==> src/rtl/cpu54_pkg.sv <==
// cpu54_pkg: exception codes, CP0 Status bit positions and arbiter FSM states
package cpu54_pkg;
  localparam logic [7:0] EXC_INT  = 8'h00;
  localparam logic [7:0] EXC_SYS  = 8'h08;
  localparam logic [7:0] EXC_BRK  = 8'h09;
  localparam logic [7:0] EXC_RI   = 8'h0a;
  localparam logic [7:0] EXC_OV   = 8'h0c;
  localparam logic [7:0] EXC_TR   = 8'h0d;
  localparam logic [7:0] EXC_ERET = 8'h20;
  localparam logic [7:0] EXC_NONE = 8'hff;
  localparam int ST_IE     = 0;
  localparam int ST_EXL    = 1;
  localparam int ST_IM_LSB = 10;
  typedef enum logic {S_IDLE, S_FLUSH} state_e;
endpackage

==> src/rtl/int_sync_edge.sv <==
// int_sync_edge: 2-flop synchronizer plus one-cycle rising-edge pulse for one async line
module int_sync_edge (
  input  logic clk,
  input  logic rst,
  input  logic async_in,
  output logic rise
);
  logic [2:0] sh_q, sh_d;
  // shift chain: [0] first sync flop, [1] second sync flop, [2] edge history
  always_comb sh_d = {sh_q[1:0], async_in};
  // history and synchronizer clear on reset
  always_ff @(posedge clk) sh_q <= rst ? '0 : sh_d;
  assign rise = sh_q[1] & ~sh_q[2];
endmodule

==> src/rtl/exc_arbiter.sv <==
// exc_arbiter: prioritises exceptions/interrupts into one CP0 code, PC redirect and flush (EXT_INT_EN adds external lines)
module exc_arbiter
  import cpu54_pkg::*;
#(
  parameter logic [31:0] EXC_VECTOR = 32'h00400004,
  parameter int          NUM_EXT    = 4
) (
  input  logic               clk,
  input  logic               rst,
  input  logic               instr_valid,
  input  logic [31:0]        pc,
  input  logic               rsvd_instr,
  input  logic               ovf,
  input  logic               trap,
  input  logic               syscall,
  input  logic               brk,
  input  logic               eret,
  input  logic               timer_int,
  input  logic [NUM_EXT-1:0] ext_int,
  input  logic [31:0]        status,
  input  logic [31:0]        epc,
  output logic [7:0]         exc_type,
  output logic               redirect,
  output logic [31:0]        redirect_pc,
  output logic               flush,
  output logic [NUM_EXT:0]   int_pending
);
  state_e state_q, state_d;
  logic [NUM_EXT-1:0] ext_pend_q, ext_pend_d, ext_rise, ack_cand, ack_mask;
  logic irq, take, unused_ok;
`ifdef EXT_INT_EN
  for (genvar i = 0; i < NUM_EXT; i++) begin : g_sync
    int_sync_edge u_sync (.clk(clk), .rst(rst), .async_in(ext_int[i]), .rise(ext_rise[i]));
  end
  assign unused_ok = ^{pc, status};
`else
  assign ext_rise  = '0;
  assign unused_ok = ^{pc, status, ext_int};
`endif
  assign int_pending = {ext_pend_q, timer_int};
  assign irq = status[ST_IE] & ~status[ST_EXL] & |(int_pending & status[ST_IM_LSB +: NUM_EXT+1]);
  // fixed-priority select; only an idle, valid, non-reset cycle may issue a code
  always_comb begin
    take = ~rst & (state_q == S_IDLE) & instr_valid;
    exc_type = ~take     ? EXC_NONE :
               rsvd_instr ? EXC_RI   :
               ovf        ? EXC_OV   :
               trap       ? EXC_TR   :
               syscall    ? EXC_SYS  :
               brk        ? EXC_BRK  :
               eret       ? EXC_ERET :
               irq        ? EXC_INT  : EXC_NONE;
  end
  assign redirect    = exc_type != EXC_NONE;
  assign redirect_pc = (exc_type == EXC_ERET) ? epc : EXC_VECTOR;
  assign flush       = state_q == S_FLUSH;
  // acknowledge clears the lowest enabled pending line; a same-cycle new edge wins
  always_comb begin
    ack_cand   = ext_pend_q & status[ST_IM_LSB+1 +: NUM_EXT];
    ack_mask   = (exc_type == EXC_INT) ? ack_cand & (~ack_cand + 1'b1) : '0;
    ext_pend_d = (ext_pend_q & ~ack_mask) | ext_rise;
    state_d    = redirect ? S_FLUSH : S_IDLE;
  end
  // FSM and pending bits; FLUSH always lasts exactly one cycle
  always_ff @(posedge clk) begin
    state_q    <= rst ? S_IDLE : state_d;
    ext_pend_q <= rst ? '0 : ext_pend_d;
  end
endmodule

==> config.mk <==
export PLATFORM = sky130hd
export DESIGN_NAME = exc_arbiter
export DESIGN_NICKNAME = d
export VERILOG_FILES = /design/src/rtl/cpu54_pkg.sv /design/src/rtl/int_sync_edge.sv /design/src/rtl/exc_arbiter.sv
export SDC_FILE = /design/constraint.sdc
export NUM_CORES = 1
export LEC_CHECK = 0
export BUFFER_PORTS_ARGS = -buffer_cell sky130_fd_sc_hd__clkbuf_2
export CAP_MARGIN = 20
export CORE_MARGIN = 2
export CORE_UTILIZATION = 19
export DETAILED_ROUTE_END_ITERATION = 8
export PLACE_DENSITY = 0.73
export REMOVE_ABC_BUFFERS = 1
export SYNTH_ARGS = -nofsm -noshare
export SYNTH_HDL_FRONTEND = slang
export SYNTH_SLANG_ARGS = --single-unit
export TNS_END_PERCENT = 5
==> constraint.sdc <==
create_clock -name clk -period 1.7 [get_ports clk]
set_input_delay 0.17 -clock clk [delete_from_list [all_inputs] [get_ports clk]]
set_output_delay 0.17 -clock clk [all_outputs]
set_load 0.02 [all_outputs]
Word level (Yosys, flattened, before mapping)
Index checks and enable logic that the tools add are counted.
Operators by class
  add/subtract/negate cells: 1
  equality and inequality tests: 2
  mux-type cells: 11
  bitwise operators: 13
  reductions and logical operators: 2
Operator list (count)
  $mux 8: 8
  $mux 32: 1
  $and 4x4->4: 3
  $eq 8x6->1 const B: 1
  $logic_not 8->1: 1
  $ne 8x8->1 const B: 1
  $not 4->4: 2
  $and 5x5->5: 1
  $reduce_or 5->1: 1
  $add 4x1->4 const B: 1
  $and 1x1->1: 4
  $mux 4: 1
  $not 1->1: 3
  $mux 1: 1
Storage, ports and cells
  register bits: 5
  input port bits: 110
  output and inout port bits: 47
  logic and storage cells: 31

Logic depth before layout (Yosys ltp)
  depth in word-level cells: 15
  gate-level depth with buffers: 5
  depth with buffers taken out: 4

Worst setup path after synthesis
Ideal clock, no wire load.
  path kind: register to output
  start: reg ext_pend_q[2]
  end: out exc_type[6]
  arrival: 2430 ps
  required time: 1530 ps
  path slack: -900 ps
  cell stages (with the launch flop): 6
  buffers on the path: 1
  cells stage by stage: dfxtp_1 a222oi_1 a22oi_2 or3_4 o41ai_1 buf_4
Between the ends
  word-level cells in the longest chain between the ends: 11
RTL lines
  start, declared: RTL line exc_arbiter.sv:29  | logic [NUM_EXT-1:0] ext_pend_q, ext_pend_d, ext_rise, ack_cand, ack_mask;
  start signal, assigned: RTL line exc_arbiter.sv:67  | ext_pend_q <= rst ? '0 : ext_pend_d;
  $and 5x5->5: RTL line exc_arbiter.sv:41  | assign irq = status[ST_IE] & ~status[ST_EXL] & |(int_pending & status[ST_IM_LSB +: NUM_EXT+1]);
  $reduce_or 5->1: RTL line exc_arbiter.sv:41
  $and 1x1->1: RTL line exc_arbiter.sv:41
  $mux 8: RTL line exc_arbiter.sv:52  | irq ? EXC_INT : EXC_NONE;
  $mux 8: RTL line exc_arbiter.sv:51  | eret ? EXC_ERET :
  $mux 8: RTL line exc_arbiter.sv:50  | brk ? EXC_BRK :
  $mux 8: RTL line exc_arbiter.sv:49  | syscall ? EXC_SYS :
  $mux 8: RTL line exc_arbiter.sv:48  | trap ? EXC_TR :
  $mux 8: RTL line exc_arbiter.sv:47  | ovf ? EXC_OV :
  $mux 8: RTL line exc_arbiter.sv:46  | rsvd_instr ? EXC_RI :
  $mux 8: RTL line exc_arbiter.sv:45  | exc_type = ~take ? EXC_NONE :
  end, declared: RTL line exc_arbiter.sv:22  | output logic [7:0] exc_type,
No other way between the ends.

Worst setup path in the final report
Same ends and word-level chain as after synthesis.

==> results.md <==
* Number of buffers on the longest clock path at 2
* Post-CTS Setup Inserts at 0
* Row cnt at 20
* Routed WL at 2870 um
* Levels on crit path at 7
* Leakage power at 0.842 nW
* Cts-stage hold buffer count at 0
* Router iterations before antenna repair at 4
* Net Sw Frac at 30.6%
* HP Class: in2reg
* Total die area at 0.00381 sq mm
* Final hold violation count at 0
* Gate power share at 41.5%
* Slew @ Worst Pin at 0.304 ns
* Reg2reg path depth at 5
* Core area at 0.00310 sq mm
* Synth async-reset ratio at 0%
* Clock Power Share at 32.1%
* CP Class: reg2out
* Fin Setup TNS at -6.77 ns
* Initial antenna violation count at 0
* Half-perimeter wire length after placement at 2250 um
* CP peak stage delay at 0.36 ns
* Area grow syn2layout at 167%
* H-tree lvl count at 1
* Clk slew on worst S/H paths at 0.04 ns
* Die Span Y at 61.7 um
* Seq/Total Area, Yosys at 15.8%
* Number of global-route vias before repair at 939
* Tcrit/Tclk final at 128%
* Die W at 61.7 um
* Critical R2R Capture: flush
* #FFs+latches synth at 5
* Hold Slack at 0.216 ns
* Area contributors post-synth: and2_1 (31%), dfxtp_1 (16%), nand2b_1 (4.0%)
* Max Cap Violations at 0
* Worst clock skew at 0.00237 ns
* Worst VDD drop at 0.000301 V
* RSZ-0062 raised after global routing: yes
* Reg-to-reg setup timing slack at 0.03 ns
* RR Startpoint: ext_pend_q[2]
* # IOs at 157
* TritonCTS clock tree: done
* Failing checks: negative setup slack
* Sequential power share at 26.4%
* Mapped Area at 633 sq um
* Max-slew headroom at 79.8%
* Achievable clock frequency at 459 MHz
* Synth top area share at 30.6%
* Routed WL per cell at 11.8 um
* Cell internal pwr at 0.000315 W
* Crit path top cell by count: buf_4
* Status: complete, but fails checks
* Syn Area/Cell at 7.54 sq um
* Slowest CP cell: or3_4
* Worst path buffer plus inverter count at 3
* Critical Path, Cell by Cell: a222oi_1, buf_4, a22oi_2, or3_4, o41ai_2, buf_4, clkbuf_8
* Power per cell area at 269 mW/mm^2
* CP Max Fanout at 4
* First-pass GRT wire length at 3840 um
* Synth Flop Type: dfxtp_1
* CP top delay family: compound AO/OA/AOI/OAI gates
* Largest net degree at the start of global routing at 27
* Final GP Congestion at 0.779
* Warnings from Yosys at 0
* Most used standard cell by instance count after synthesis: and2_1
* Sequential Area at 100 sq um
* Nets at 311
* Critical Path Source: ext_pend_q[2]
* Initial Utilization at 20.4%
* CP Data Required Time at 1.53 ns
* Slew Limit Fails at 0
* Sink Count at 5
* DR vias/cell at 4.41
* Post-route setup slack at -0.480 ns
* Cts bufs inserted at 3
* Mapped Cells at 84
* Number of setup violations in the final report at 38
* # fillers at 293
* CP endpoint: exc_type[6]
* Vias at 1,077
* GRT Total Usage at 13.7%
* Element type at the critical path start: register
* Area occupied by multi-input gates at 518 sq um
* Layout cells sized above 1 at 71.0%
* Initial DRC count at 25
* ANT cells at 0
* Grt ovf at 0
* Number of remaining DRC errors at 0
* P_sw at 0.000139 W
* CP endpoint kind: output pin
* Worst-Skew Late Latency at 0.25 ns
* # port buffers at 95
* WP data arrival at 2.01 ns
* Final worst path period need at 2.18 ns
* Routed Antenna Nets at 0
* Largest area contributor in the netlist: and2_1
* Distinct cells, synth at 28
* Post-synth EDFFs at 0
* Most frequent cells after synthesis: and2_1 (31), dfxtp_1 (5), nand2b_1 (4)
* CTS Root Buffer Type: clkbuf_4
==> tightest hold or removal path: stages <==
cell and delay [ns]:
clkbuf_2 0.09, buf_4 0.10, a311oi_1 0.06
==> state kept, by name, indices dropped and copies added, names as in the netlist <==
register	cells
ext_pend_q	4
flush	1
==> power groups by stage <==
stage               Clock [W]  Combinational [W]  Sequential [W]
CTS                  0.000155           0.000183        0.000120
detailed placement          0           0.000170        0.000122
global placement            0           0.000168        0.000122
floorplan                   0          0.0000478        0.000124
finish               0.000145           0.000189        0.000120
global route         0.000160           0.000202        0.000120
==> how the worst min path moves through the flow <==
stage,start,end,slack [ns],cells after the start
after floorplan,rst,ext_pend_q[1],0.24,1
final,status[13],ext_pend_q[2],0.22,3
after global placement,rst,ext_pend_q[1],0.47,3
after detailed placement,status[13],ext_pend_q[2],0.48,3
after global routing,status[11],ext_pend_q[0],0.23,3
after CTS,status[13],ext_pend_q[2],0.21,3
==> kinds of logic (layout without fill, tap and decap cells) <==
group	after synthesis	in the layout	share of synthesized area [%]
buf+inv	12	128	9.68
simple gates	50	50	51.8
flops	5	5	15.8
compound gates	17	17	22.7
==> metrics by stage <==
step	util, %	total power [W]	std cells	worst slack, ns	area [sq um]
global placement	42.6	0.000290	240	-0.231	1320
finish	54.4	0.000454	244	-0.480	1690
detailed placement	42.6	0.000292	240	-0.242	1320
CTS	53.5	0.000458	244	-0.453	1660
floorplan	-	0.000172	75	-1.63	583
global route	54.4	0.000481	244	-0.548	1690
==> layer usage <==
layer  vias to the layer above  global-route usage [%]  wire length [um]
met4                         0                    7.60                85
met2                        83                    25.6              1410
met1                       463                    14.7              1000
met5                         -                       0                 0
li1                        524                       -                 -
met3                         7                    2.07               371
==> final cells by class <==
| cell class | instances | area share (%) |
|---|---|---|
| Clock buffer | 4 | 1.56 |
| Inverter | 3 | 0.667 |
| Multi-Input combinational cell | 67 | 30.7 |
| Sequential cell | 5 | 5.93 |
| Tap cell | 44 | 3.26 |
| Timing Repair Buffer | 121 | 57.9 |
==> cell usage in the layout (no fill, tap or decap), types with 3 or more instances in the layout <==
| cell type | synthesis | routed |
|---|---|---|
| dfxtp_1 | 5 | 5 |
| clkbuf_2 | 3 | 56 |
| buf_4 | 3 | 27 |
| nand2_1 | 3 | 3 |
| nand2b_1 | 4 | 4 |
| and2_1 | 31 | 23 |
| clkbuf_4 | 0 | 3 |
| a21oi_1 | 3 | 3 |
| buf_2 | 1 | 4 |
| clkbuf_8 | 0 | 33 |
| and2_4 | 0 | 8 |
| inv_1 | 3 | 3 |
==> timing repair <==
| item | CTS | global route |
|---|---|---|
| pin swaps | 4 | 2 |
| setup endpoints to repair | 42 | 42 |
| gates resized for setup | 68 | 15 |
(Power assumes the default switching activity.)
